--- src/rtl/mmu_byte_port.sv ---
// mmu_byte_port: serves MEM word reads and masked writes as four byte beats on a byte-wide synchronous RAM
module mmu_byte_port #(
  parameter int ADDR_W = 17
) (
  input  logic              clk,
  input  logic              rst_n,
  input  logic [31:0]       i_MEM_raddr,
  output logic [31:0]       o_MEM_raddr,
  output logic [31:0]       o_MEM_rdata_raw,
  output logic              o_MEM_rbusy,
  input  logic [31:0]       i_MEM_waddr,
  input  logic [3:0]        i_MEM_wmask_raw,
  input  logic [31:0]       i_MEM_wdata_raw,
  output logic [31:0]       o_MEM_waddr,
  output logic              o_MEM_wbusy,
  output logic [ADDR_W-1:0] o_RAM_addr,
  output logic              o_RAM_we,
  output logic [7:0]        o_RAM_wdata,
  input  logic [7:0]        i_RAM_rdata
);
  localparam logic [1:0] IDLE = 2'd0, RD = 2'd1, WR = 2'd2;
  logic [1:0]        st_q, st_d;
  logic [2:0]        cnt_q, cnt_d;
  logic [31:0]       addr_q, addr_d, raddr_q, raddr_d, waddr_q, waddr_d, rdata_q, rdata_d;
  logic [23:0]       wsh_q, wsh_d, rsh_q, rsh_d;
  logic [2:0]        msk_q, msk_d;
  logic [ADDR_W-1:0] ram_addr_q, ram_addr_d;
  logic              we_q, we_d;
  logic [7:0]        wbyte_q, wbyte_d;
  logic              rd_pend, wr_pend;
  // next-state: the first beat is launched on leaving IDLE, later lanes are shifted out/in each beat
  always_comb begin
    st_d       = st_q;
    cnt_d      = cnt_q;
    addr_d     = addr_q;
    raddr_d    = raddr_q;
    waddr_d    = waddr_q;
    rdata_d    = rdata_q;
    wsh_d      = wsh_q;
    rsh_d      = rsh_q;
    msk_d      = msk_q;
    ram_addr_d = ram_addr_q;
    we_d       = we_q;
    wbyte_d    = wbyte_q;
    rd_pend    = (i_MEM_raddr != raddr_q) && (i_MEM_raddr[1:0] == 2'b00);
    wr_pend    = (i_MEM_waddr != waddr_q) && (i_MEM_waddr[1:0] == 2'b00);
    case (st_q)
      IDLE: begin
        cnt_d = 3'd0;
        if (wr_pend) begin
          st_d       = WR;
          addr_d     = i_MEM_waddr;
          wsh_d      = i_MEM_wdata_raw[23:0];
          msk_d      = i_MEM_wmask_raw[2:0];
          ram_addr_d = i_MEM_waddr[ADDR_W-1:0];
          we_d       = i_MEM_wmask_raw[3];
          wbyte_d    = i_MEM_wdata_raw[31:24];
        end else if (rd_pend) begin
          st_d       = RD;
          addr_d     = i_MEM_raddr;
          ram_addr_d = i_MEM_raddr[ADDR_W-1:0];
        end
      end
      RD: begin
        cnt_d = cnt_q + 3'd1;
        if (cnt_q < 3'd3) ram_addr_d = {addr_q[ADDR_W-1:2], cnt_q[1:0] + 2'd1};
        if (cnt_q != 3'd0) rsh_d = {rsh_q[15:0], i_RAM_rdata};
        if (cnt_q == 3'd4) begin
          rdata_d = {rsh_q, i_RAM_rdata};
          raddr_d = addr_q;
          st_d    = IDLE;
          cnt_d   = 3'd0;
        end
      end
      WR: begin
        cnt_d = cnt_q + 3'd1;
        if (cnt_q == 3'd3) begin
          we_d    = 1'b0;
          waddr_d = addr_q;
          st_d    = IDLE;
          cnt_d   = 3'd0;
        end else begin
          ram_addr_d = {addr_q[ADDR_W-1:2], cnt_q[1:0] + 2'd1};
          we_d       = msk_q[2];
          wbyte_d    = wsh_q[23:16];
          wsh_d      = {wsh_q[15:0], 8'h00};
          msk_d      = {msk_q[1:0], 1'b0};
        end
      end
      default: st_d = IDLE;
    endcase
  end
  // state and registered outputs; reset abandons any transaction in flight
  always_ff @(posedge clk or negedge rst_n) begin
    if (!rst_n) begin
      st_q       <= IDLE;
      cnt_q      <= 3'd0;
      addr_q     <= 32'h0;
      raddr_q    <= 32'hFFFF_FFFF;
      waddr_q    <= 32'hFFFF_FFFF;
      rdata_q    <= 32'h0;
      wsh_q      <= 24'h0;
      rsh_q      <= 24'h0;
      msk_q      <= 3'b0;
      ram_addr_q <= '0;
      we_q       <= 1'b0;
      wbyte_q    <= 8'h0;
    end else begin
      st_q       <= st_d;
      cnt_q      <= cnt_d;
      addr_q     <= addr_d;
      raddr_q    <= raddr_d;
      waddr_q    <= waddr_d;
      rdata_q    <= rdata_d;
      wsh_q      <= wsh_d;
      rsh_q      <= rsh_d;
      msk_q      <= msk_d;
      ram_addr_q <= ram_addr_d;
      we_q       <= we_d;
      wbyte_q    <= wbyte_d;
    end
  end
  assign o_MEM_raddr     = raddr_q;
  assign o_MEM_waddr     = waddr_q;
  assign o_MEM_rdata_raw = rdata_q;
  assign o_MEM_rbusy     = st_q == RD;
  assign o_MEM_wbusy     = st_q == WR;
  assign o_RAM_addr      = ram_addr_q;
  assign o_RAM_we        = we_q;
  assign o_RAM_wdata     = wbyte_q;
endmodule

--- config.mk ---
export PLATFORM = sky130hd
export DESIGN_NAME = mmu_byte_port
export DESIGN_NICKNAME = d
export VERILOG_FILES = /design/src/rtl/mmu_byte_port.sv
export SDC_FILE = /design/constraint.sdc
export NUM_CORES = 1
export LEC_CHECK = 0
export BUFFER_PORTS_ARGS = -buffer_cell sky130_fd_sc_hd__buf_2
export CORE_UTILIZATION = 51
export CTS_BUF_LIST = sky130_fd_sc_hd__clkbuf_4 sky130_fd_sc_hd__clkbuf_8
export DETAILED_ROUTE_END_ITERATION = 8
export GPL_TIMING_DRIVEN = 0
export PLACE_DENSITY_LB_ADDON = 0.3
export SLEW_MARGIN = 5
export SYNTH_ARGS = -nofsm -noshare
export SYNTH_HDL_FRONTEND = slang
export SYNTH_SLANG_ARGS = --single-unit
--- constraint.sdc ---
create_clock -name clk -period 2.59 [get_ports clk]
set_input_delay 0 -clock clk [delete_from_list [all_inputs] [get_ports clk]]
set_output_delay 0 -clock clk [all_outputs]
set_load 0.01 [all_outputs]
==> results of run 1 <==
==> metrics by stage <==
| stage | hold slack, ns | util | cells | instance area, um^2 |
|---|---|---|---|---|
| CTS | 0.0965 | 0.708 | 1501 | 13900 |
| floorplan | -0.296 | - | 819 | 10200 |
| detailed placement | 0.0652 | 0.603 | 1319 | 11800 |
| global route | 0.127 | 0.726 | 1509 | 14200 |
| global placement | 0.248 | 0.600 | 1317 | 11700 |
| finish | 0.0936 | 0.726 | 1511 | 14200 |
==> worst paths after layout <==
kind	from	to	slack (ns)	cells after the start
setup / recovery	o_MEM_waddr[30]	addr_q[6]	-0.11	8
hold / removal	rst_n	addr_q[28]	0.09	2
setup reg to reg	o_MEM_waddr[30]	addr_q[6]	-0.11	8
hold reg to reg	o_MEM_rdata_raw[18]	o_MEM_rdata_raw[18]	0.50	1
max in group asynchronous	rst_n	o_MEM_waddr[1]	1.41	4
min in group clk	i_MEM_waddr[0]	wsh_q[10]	0.13	5
==> power by group <==
part / internal, mW / leakage [nW] / total [mW] / switching (mW)
combinational: 1.87 / 3.91 / 4.11 / 2.23
clock: 1.99 / 0.443 / 3.39 / 1.39
sequential: 4.18 / 2.51 / 4.88 / 0.706
==> final cells by class <==
cell class / instances / area [um^2] / area share
Buffer: 53 / 299 / 0.0210
Inverter: 35 / 131 / 0.00924
Clock buffer: 63 / 779 / 0.0548
Multi-Input combinational cell: 520 / 4820 / 0.339
Tap cell: 265 / 332 / 0.0233
Timing Repair Buffer: 358 / 2470 / 0.173
Antenna cell: 2 / 5.00 / 0.000352
Clock inverter: 5 / 52.6 / 0.00369
Sequential cell: 210 / 5340 / 0.375
==> placed cells by master, fill, tap and decap left out, types with 13 or more instances in the layout <==
cell type | netlist | layout
buf_2 | 7 | 239
dfrtp_1 | 146 | 146
mux2_2 | 125 | 124
dlygate4sd3_1 | 0 | 108
dfstp_2 | 64 | 64
clkbuf_8 | 0 | 49
inv_1 | 35 | 35
xnor2_1 | 32 | 32
mux2_4 | 0 | 29
clkbuf_1 | 36 | 26
xor2_1 | 32 | 26
nand3b_1 | 26 | 26
nand2_1 | 22 | 22
clkbuf_4 | 0 | 18
o21ai_0 | 18 | 18
a21o_1 | 17 | 17
a32o_1 | 17 | 17
o32ai_1 | 17 | 17
nand3_1 | 15 | 15
o211a_1 | 15 | 15
a31oi_1 | 14 | 14
mux2_1 | 42 | 14
a211oi_1 | 17 | 13
==> state kept, by name, summed over array words and instances, names as in the netlist <==
name,flops
st_q,2
o_MEM_waddr,32
wsh_q,24
o_RAM_we,1
o_RAM_addr,17
o_RAM_wdata,8
rsh_q,24
msk_q,3
o_MEM_rdata_raw,32
o_MEM_raddr,32
addr_q,32
cnt_q,3
==> Yosys cell counts (10+ instances only) <==
master	count	area, um^2
xor2_1	32	280
mux2_2	125	1410
a31oi_1	14	87.6
nand4_1	10	62.6
o32ai_1	17	149
o2bb2ai_1	10	87.6
dfstp_2	64	1680
a21o_1	17	128
nand2_1	22	82.6
o21ai_0	18	90.1
o211a_1	15	150
xnor2_1	32	280
a211oi_1	17	128
a32o_1	17	170
inv_1	35	131
nand3b_1	26	195
nor2_1	10	37.5
mux2_1	42	473
dfrtp_1	146	3650
clkbuf_1	36	135
nand3_1	15	75.1
==> per-layer routing <==
layer / up-vias / routed length, um
li1: 3859 / -
met4: 0 / 982
met3: 66 / 2730
met5: - / 0
met2: 402 / 14600
met1: 4296 / 13200
==> logic make-up after synthesis <==
logic type | after synthesis | share of synthesized area
adders and majority gates | 8 | 0.00977
DFF | 210 | 0.521
xor gates and xnor gates | 64 | 0.0547
AOI/OAI and AO/OA | 180 | 0.140
buffers and inverters | 89 | 0.0360
muxes | 167 | 0.183
and+or+nand+nor | 101 | 0.0554
==> worst max-delay path, cell delays in order, from the launching register on <==
cell     delay [ns]
dfstp_2        0.56
xor2_2         0.12
nor4_2         0.42
nand4_1        0.28
buf_4          0.25
buf_2          0.20
o211a_1        0.28
a21o_1         0.17
mux2_1         0.29
==> repair_timing <==
action	CTS	global route
gates resized for setup	21	71
setup buffers	7	6
hold buffers	108	0
cloned	0	2
pin swaps	8	3
endpoints found under the setup margin	87	82
hold endpoints to repair	191	0
==> run_results.csv, run 1 <==
group,metric,value,unit
yosys,yosysWarnings,0,
pwr,ir_drop,0.467,mV
clock_tree,clock-sinks,210,
drt,first_pass_iters,5,
pwr,power,12.4,mW
clock_tree,clock_latency,0.53,ns
worst_setup_path,critPathRequiredTime,3.00,ns
worst_setup_path,cp-start-kind,"register",
die,coreArea,0.0196,mm^2
clock_tree,htree_levels,2,
grt,use_met3,0.0800,
status,status,"complete, but fails checks",
finish,final_nets,1333,
grt,grt_max_degree,93,
timing,post-route-min-period,2.70,ns
finish,fill_cells,1328,
timing,skew,0.0327,ns
yosys,synth_cell_type_count,49,
drt,via_per_inst,5.71,
die,die_y,144,um
yosys,synthesis.area,0.0102,mm^2
grt,grt_pass1_vias,8651,
placement,dp_hpwl,20300,um
timing,worst_slew_pin_slew,0.804,ns
timing,clock.fmax,0.370,GHz
yosys,yosysSeqAreaShare,0.521,
pwr,power_density,870,mW/mm^2
grt,overflow,0,
placement,io_buffers,233,
finish,syn_to_final_growth,38.8,%
worst_setup_path,arrival,3.12,ns
yosys,synth_cells,819,
timing,slew_headroom,0.464,
drt,totalWireLength,31500,um
drt,postRouteAntennaNets,0,
hold_path,hold_path_class,"primary input to asynchronous set/reset pin",
timing,slew_violations,0,
clock_tree,clkTransAtPathRegs,0.06,ns
clock_tree,cts_root_buf,"clkbuf_8",
status,violations,"negative setup slack",
timing,rsz0062_at_grt,"true",
timing,fin_crit_sh,1.04,
yosys,synth_nets,937,
timing,setup_slack,-0.113,ns
drt,drc,0,
timing,setup-violations-final,30,
die,initial_core_util,0.523,
grt,antenna_found_initial,2,
clock_tree,cts_buffers,37,
finish,drive_gt1_frac,0.470,
die,ios,234,
yosys,synth_ff_type,"dfrtp_1",
yosys,synth_edf_count,0,
grt,use_met2,0.461,
clock_tree,tritoncts,"yes",
worst_setup_path,critical_path_class,"register to register",
die,dieArea,0.0207,mm^2
drt,post_drt_wl_per_cell,20.9,um
clock_tree,cts_buffer_depth,3,
run,maxCapViolCount,0,
timing,tns,-1.66,ns
placement,gp_congestion,0.878,
placement,preCtsSetupSlack,-0.768,ns
grt,grt_busiest_layer,"met2",
die,rows,51,
drt,num_vias,8623,
die,die_w,144,um
timing,hold_violations,0,
worst_setup_path,worst-path-max-fanout,10,
pwr,p_leak,6.86,nW
drt,first_iter_violations,566,
yosys,syn_avg_cell_area,12.5,um^2
grt,gr-usage-all-layers,0.302,
grt,grt_pass1_wl,47100,um
worst_setup_path,cp-end-kind,"register",
grt,gr-usage-met1,0.408,
yosys,async_flop_share,1.00,
yosys,synth_seq_cells,210,
(Power assumes the default switching activity.)
==> run 2, diff against run 1 <==
Settings changed: ABC_AREA set to 1.
==> run 2 against run 1 <==
The flow now finishes without violations. Utilization shrank 2.7 points. Non-clock buffer count shrank 4. Die area shrank 0.13%. Sequential share of layout area grew 1.5 points. Clock power shrank 6%. First-iteration DRC count shrank 3.2%. Worst hold slack lost 0.051 ns. Fmax grew 8.0%. Cell area shrank 3.8%. Synthesized cell count grew 51%. Synthesized area shrank 0.13%. Critical path type unchanged.
==> run_results.csv, run 2 <==
group,metric,value,unit
clock_tree,tritoncts,"yes",
timing,hold_violations,0,
drt,via_per_inst,5.02,
yosys,yosysSeqAreaShare,0.521,
worst_setup_path,worst-path-max-fanout,10,
worst_setup_path,crit_chain,"xnor2_1 -> nand2_1 -> nor2_2 -> nand2_1 -> nor2_2 -> nand2_4 -> nand2_8 -> buf_6 -> nand2_1 -> nand4_1 -> dlygate4sd3_1 -> o21ai_1",
timing,post-route-min-period,2.50,ns
worst_setup_path,critPathRequiredTime,2.98,ns
pwr,power,11.9,mW
timing,skew,0.0322,ns
clock_tree,cts_root_buf,"clkbuf_8",
worst_setup_path,cp_num_buf_inv,2,
worst_setup_path,cpMaxStageDelayCell,"dlygate4sd3_1",
drt,postRouteAntennaNets,0,
yosys,post-synth-top-count-cell,"nand2_1",
yosys,synth_ff_type,"dfrtp_1",
hold_path,hold_path_class,"primary input to register",
yosys,yosys.area.top_type,"dfrtp_1",
timing,rsz0062_at_grt,"true",
placement,gp_congestion,0.863,
finish,final_nets,1739,
yosys,synth_cell_type_count,32,
placement,dp_cells,1737,
clock_tree,clkTransAtPathRegs,0.06,ns
pwr,power_density,866,mW/mm^2
timing,hold_slack,0.0426,ns
drt,first_iter_violations,548,
timing,setup-violations-final,0,
worst_setup_path,critical_path_class,"register to register",
clock_tree,clock_latency,0.53,ns
grt,gr-usage-all-layers,0.293,
die,dieArea,0.0206,mm^2
yosys,synth_seq_cells,210,
placement,dp_hpwl,19700,um
worst_setup_path,crit_family,"simple AND/OR/NAND/NOR gates",
clock_tree,cts_buffers,36,
yosys,synth_edf_count,0,
finish,mostFrequentLayoutCell,"nand2_1",
timing,worst_slew_pin_slew,0.702,ns
clock_tree,htree_levels,2,
clock_tree,cts_buffer_depth,3,
pwr,ir_drop,0.449,mV
yosys,synthesis.area,0.0102,mm^2
worst_setup_path,cp-end-kind,"register",
grt,grt_pass1_vias,9509,
finish,final_cell_mix,"490 x nand2_1, 237 x buf_2, 146 x dfrtp_1, 126 x o21ai_0, 112 x inv_1",
yosys,async_flop_share,1.00,
finish,final_core_util,0.699,
yosys,synthTopCellsByCount,"491 x nand2_1, 146 x dfrtp_1, 126 x o21ai_0",
yosys,synth_nets,1356,
worst_setup_path,cp-start-kind,"register",
timing,slew_violations,0,
grt,grt_pass1_wl,47000,um
die,coreArea,0.0196,mm^2
timing,setup_slack,0.0877,ns
worst_setup_path,critPathMaxStageDelay,0.57,ns
status,status,"finished clean",
finish,fin_cells,1918,
drt,totalWireLength,29500,um
die,die_w,144,um
clock_tree,clock-sinks,210,
yosys,yosysTopAreaCellShare,0.357,
finish,drive_gt1_frac,0.263,
run,maxCapViolCount,0,
drt,first_pass_iters,7,
timing,clock.fmax,0.400,GHz
finish,syn_to_final_growth,33.7,%
placement,io_buffers,233,
worst_setup_path,critPathMostFrequentCell,"nand2_1",
die,die_y,144,um
finish,fill_cells,1509,
yosys,syn_avg_cell_area,8.27,um^2
timing,slew_headroom,0.532,
yosys,yosysWarnings,0,
drt,drc,0,
drt,num_vias,9637,
yosys,synth_area_leaders,"dfrtp_1 36%, nand2_1 18%, dfstp_2 16%, o21ai_0 6.2%, xnor2_1 4.6%",
grt,grt_max_degree,116,
grt,overflow,0,
die,ios,234,
clock_tree,cts_setup_buffers,0,
yosys,synth_cells,1238,
die,rows,51,
die,initial_core_util,0.523,
timing,fin_crit_sh,0.966,
drt,post_drt_wl_per_cell,15.4,um
pwr,p_leak,6.97,nW
worst_setup_path,arrival,2.90,ns
grt,antenna_found_initial,5,
placement,preCtsSetupSlack,0.166,ns
[run 2: changes by cell type in the layout (fill, tap and decap cells not counted), sizes merged, moves of 22 or more]
cell,previous run,this run
o21ai,20,156
mux2,167,8
xor2,32,0
nand3,15,74
inv,35,115
nand2,22,495
xnor2,32,54
[run 2: metrics by stage]
step                      setup TNS (ns)  area, um^2
after floorplan                        0       10200
after global placement           -335.07       11700
after detailed placement               0       11800
after CTS                              0       13700
after global routing             -0.0137       13700
final                                  0       13700
[run 2: area by class of cell]
class                           count  area (um^2)  share of cell area
Inverter                          116          438              0.0320
Timing Repair Buffer              345         2310               0.169
Buffer                             62          352              0.0257
Clock buffer                       61          727              0.0531
Clock inverter                      4         50.0             0.00366
Multi-Input combinational cell    850         4130               0.301
Tap cell                          265          332              0.0242
Antenna cell                        5         12.5            0.000914
Sequential cell                   210         5340               0.390
[run 2: tightest hold or removal path, cell delays in order]
cell and delay [ns]:
buf_2 0.10, inv_2 0.04, nand3_1 0.11, nand3_1 0.09, nand2_1 0.09, nand2_1 0.06
nand2_1 0.05
[run 2: logic make-up (layout without fill, tap and decap cells)]
logic type      count (synthesis)  in the layout  synth area share
simple gates                  618            618             0.249
flops                         210            210             0.521
buf+inv                       178            588            0.0771
compound gates                162            162            0.0878
xor+xnor                       54             54            0.0462
fa+ha+maj                       8              8           0.00978
mux                             8              8           0.00880
other cells                     0              5                 0
[run 2: timing repair]
action                     in CTS  in global routing
setup endpoints to repair       0                 14
hold endpoints to repair      194                  0
hold buffers                  111                  0
resized for setup               0                  5
[run 2: power by group]
group,internal [mW],total [mW],switching [mW]
clock network,1.86,3.19,1.33
registers,4.28,4.79,0.505
logic,1.48,3.88,2.40
[run 2: final timing paths]
path                                  end  slack [ns]           start  cells past startpoint
max                             addr_q[2]        0.09  o_MEM_waddr[6]                     12
min                         o_RAM_addr[3]        0.04  i_MEM_waddr[3]                      7
max reg2reg                     addr_q[2]        0.09  o_MEM_waddr[6]                     12
min reg2reg                o_RAM_wdata[3]        0.47  o_RAM_wdata[3]                      2
max in group asynchronous       wsh_q[12]        1.48           rst_n                      3
min in group asynchronous   o_RAM_addr[3]        0.10           rst_n                      2
[run 2: metal layers]
layer	vias to the layer above	GRT usage	share of wire
li1	4671	-	-
met1	4500	0.381	0.42
met2	384	0.472	0.47
met3	82	0.0683	0.074
met4	0	0.119	0.036
met5	-	0	0
==> run 3, diff against run 2 <==
Settings changed: CORE_UTILIZATION 51 to 41.
==> run 3 against run 2 <==
Sequential power barely moved. Fmax is 0.35% higher. Worst hold slack worse by 0.011 ns. Critical path type unchanged. Critical endpoint unchanged.
==> run_results.csv, run 3 (synthesized netlist as in run 2, its figures left out) <==
group,metric,value,unit
finish,multi_input_area,0.00413,mm^2
pwr,p_seq_frac,0.396,
pwr,comb_power_share,0.320,
drt,postRouteAntennaNets,0,
timing,hold_slack,0.0315,ns
timing,skew,0.0315,ns
timing,fin_crit_sh,0.963,
finish,final_core_util,0.570,
finish,drive_gt1_frac,0.267,
timing,hold_violations,0,
worst_setup_path,regToRegStartpoint,"o_MEM_waddr[6]",
timing,rsz0062_at_grt,"false",
grt,overflow,0,
pwr,p_clk_frac,0.285,
die,dieArea,0.0256,mm^2
finish,final_cell_mix,"489 x nand2_1, 237 x buf_2, 146 x dfrtp_1, 126 x o21ai_0, 112 x inv_1",
clock_tree,htree_levels,2,
pwr,power_switching,4.32,mW
die,initial_core_util,0.420,
grt,gr-usage-all-layers,0.244,
clock_tree,clkTransAtPathRegs,0.06,ns
grt,grt_pass1_wl,49800,um
drt,first_iter_violations,530,
die,coreArea,0.0244,mm^2
grt,grt_max_degree,88,
finish,final_nets,1745,
hold_path,holdPathEnd,"o_RAM_addr[2]",
placement,io_buffers,233,
drt,via_per_inst,4.84,
worst_setup_path,reg2reg_depth,12,
run,maxCapViolCount,0,
placement,dp_hpwl,21200,um
timing,worst_slew_pin_slew,0.615,ns
worst_setup_path,worst-path-max-fanout,10,
timing,post-route-min-period,2.49,ns
drt,totalWireLength,30700,um
pwr,p_int,7.80,mW
hold_path,hold_path_class,"primary input to register",
pwr,ir_drop,0.379,mV
worst_setup_path,timing.rr.end,"addr_q[2]",
drt,num_vias,9596,
clock_tree,clock_latency,0.54,ns
drt,first_pass_iters,5,
worst_setup_path,arrival,2.89,ns
status,status,"finished clean",
die,ios,234,
finish,mostFrequentLayoutCell,"nand2_1",
placement,gp_congestion,0.830,
drt,drc,0,
finish,ff_latch_area,0.00534,mm^2
worst_setup_path,timing.reg2reg.setup_slack,0.1,ns
die,die_w,160,um
timing,clock.fmax,0.401,GHz
worst_setup_path,cp-start-kind,"register",
clock_tree,cts_buffer_depth,3,
finish,fill_cells,2253,
hold_path,holdPathStages,7,
clock_tree,clock-sinks,210,
worst_setup_path,critical_path_class,"register to register",
clock_tree,cts_buffers,38,
clock_tree,cts_root_buf,"clkbuf_8",
worst_setup_path,critPathRequiredTime,2.99,ns
pwr,p_leak,7.04,nW
pwr,power_density,872,mW/mm^2
clock_tree,tritoncts,"yes",
hold_path,hold_start,"i_MEM_waddr[2]",
grt,grt_pass1_vias,9691,
drt,post_drt_wl_per_cell,15.5,um
timing,slew_violations,0,
timing,setup-violations-final,0,
die,rows,57,
worst_setup_path,cp-end-kind,"register",
grt,antenna_found_initial,4,
die,die_y,160,um
finish,syn_to_final_growth,35.8,%
pwr,switching_share,0.356,
timing,slew_headroom,0.590,
[run 3: routing by layer]
layer,track usage,up-vias,wire (um)
met5,0,-,27
met1,0.323,4515,13500
met2,0.396,335,14300
met3,0.0527,74,2000
li1,-,4668,-
met4,0.0823,4,830
[run 3: area by class of cell]
type | count | area share
timing repair buffer | 349 | 0.171
antenna | 2 | 0.000360
inverter | 116 | 0.0315
clock buffer | 57 | 0.0533
sequential | 210 | 0.384
multi-input combinational | 850 | 0.297
tap | 324 | 0.0292
clock inverter | 11 | 0.00819
buffer | 62 | 0.0253
[run 3: critical path: stages (launching register included)]
cell           delay [ns]
dfstp_2              0.55
xnor2_1              0.12
nand2_1              0.08
nor2_2               0.18
nand2_1              0.11
nor2_2               0.13
nand2_4              0.11
nand2_8              0.10
buf_6                0.15
nand2_1              0.07
nand4_1              0.09
dlygate4sd3_1        0.57
o21ai_1              0.06
[run 3: power groups by stage]
| stage | registers (mW) | clock network, mW | logic, mW |
|---|---|---|---|
| finish | 4.80 | 3.45 | 3.88 |
| global route | 4.91 | 3.67 | 4.40 |
| CTS | 4.80 | 3.54 | 3.89 |
| detailed placement | 4.84 | 0 | 3.72 |
| global placement | 4.81 | 0 | 3.63 |
| floorplan | 4.88 | 0 | 2.33 |
[run 3: worst max-delay path by stage]
stage | startpoint | to | slack (ns)
6_report | o_MEM_waddr[6] | addr_q[2] | 0.1
5_1_grt | o_MEM_waddr[8] | addr_q[2] | 0.002
4_1_cts | o_MEM_raddr[26] | addr_q[2] | 0.07
3_5_place_dp | st_q[0] | o_MEM_waddr[31] | 0.08
3_3_place_gp | rst_n | wsh_q[21] | -2.08
2_1_floorplan | o_MEM_waddr[2] | o_RAM_addr[10] | 0.80
[run 3: what timing repair did]
item / CTS / global route
endpoints found under the setup margin: 0 / 37
hold buffers: 112 / 0
hold endpoints to repair: 266 / 0
resized for setup: 0 / 7
setup buffers: 0 / 3
[run 3: metrics by stage]
step	cells	total power, mW	worst slack, ns	instance area (um^2)	TNS (ns)
after CTS	1977	12.2	0.0747	13900	0
after global placement	1795	8.44	-2.08	11800	-349.71
after floorplan	1238	7.21	0.803	10200	0
after global routing	1981	13.0	0.00230	13900	0
after detailed placement	1797	8.57	0.0755	11900	0
final	1981	12.1	0.0966	13900	0
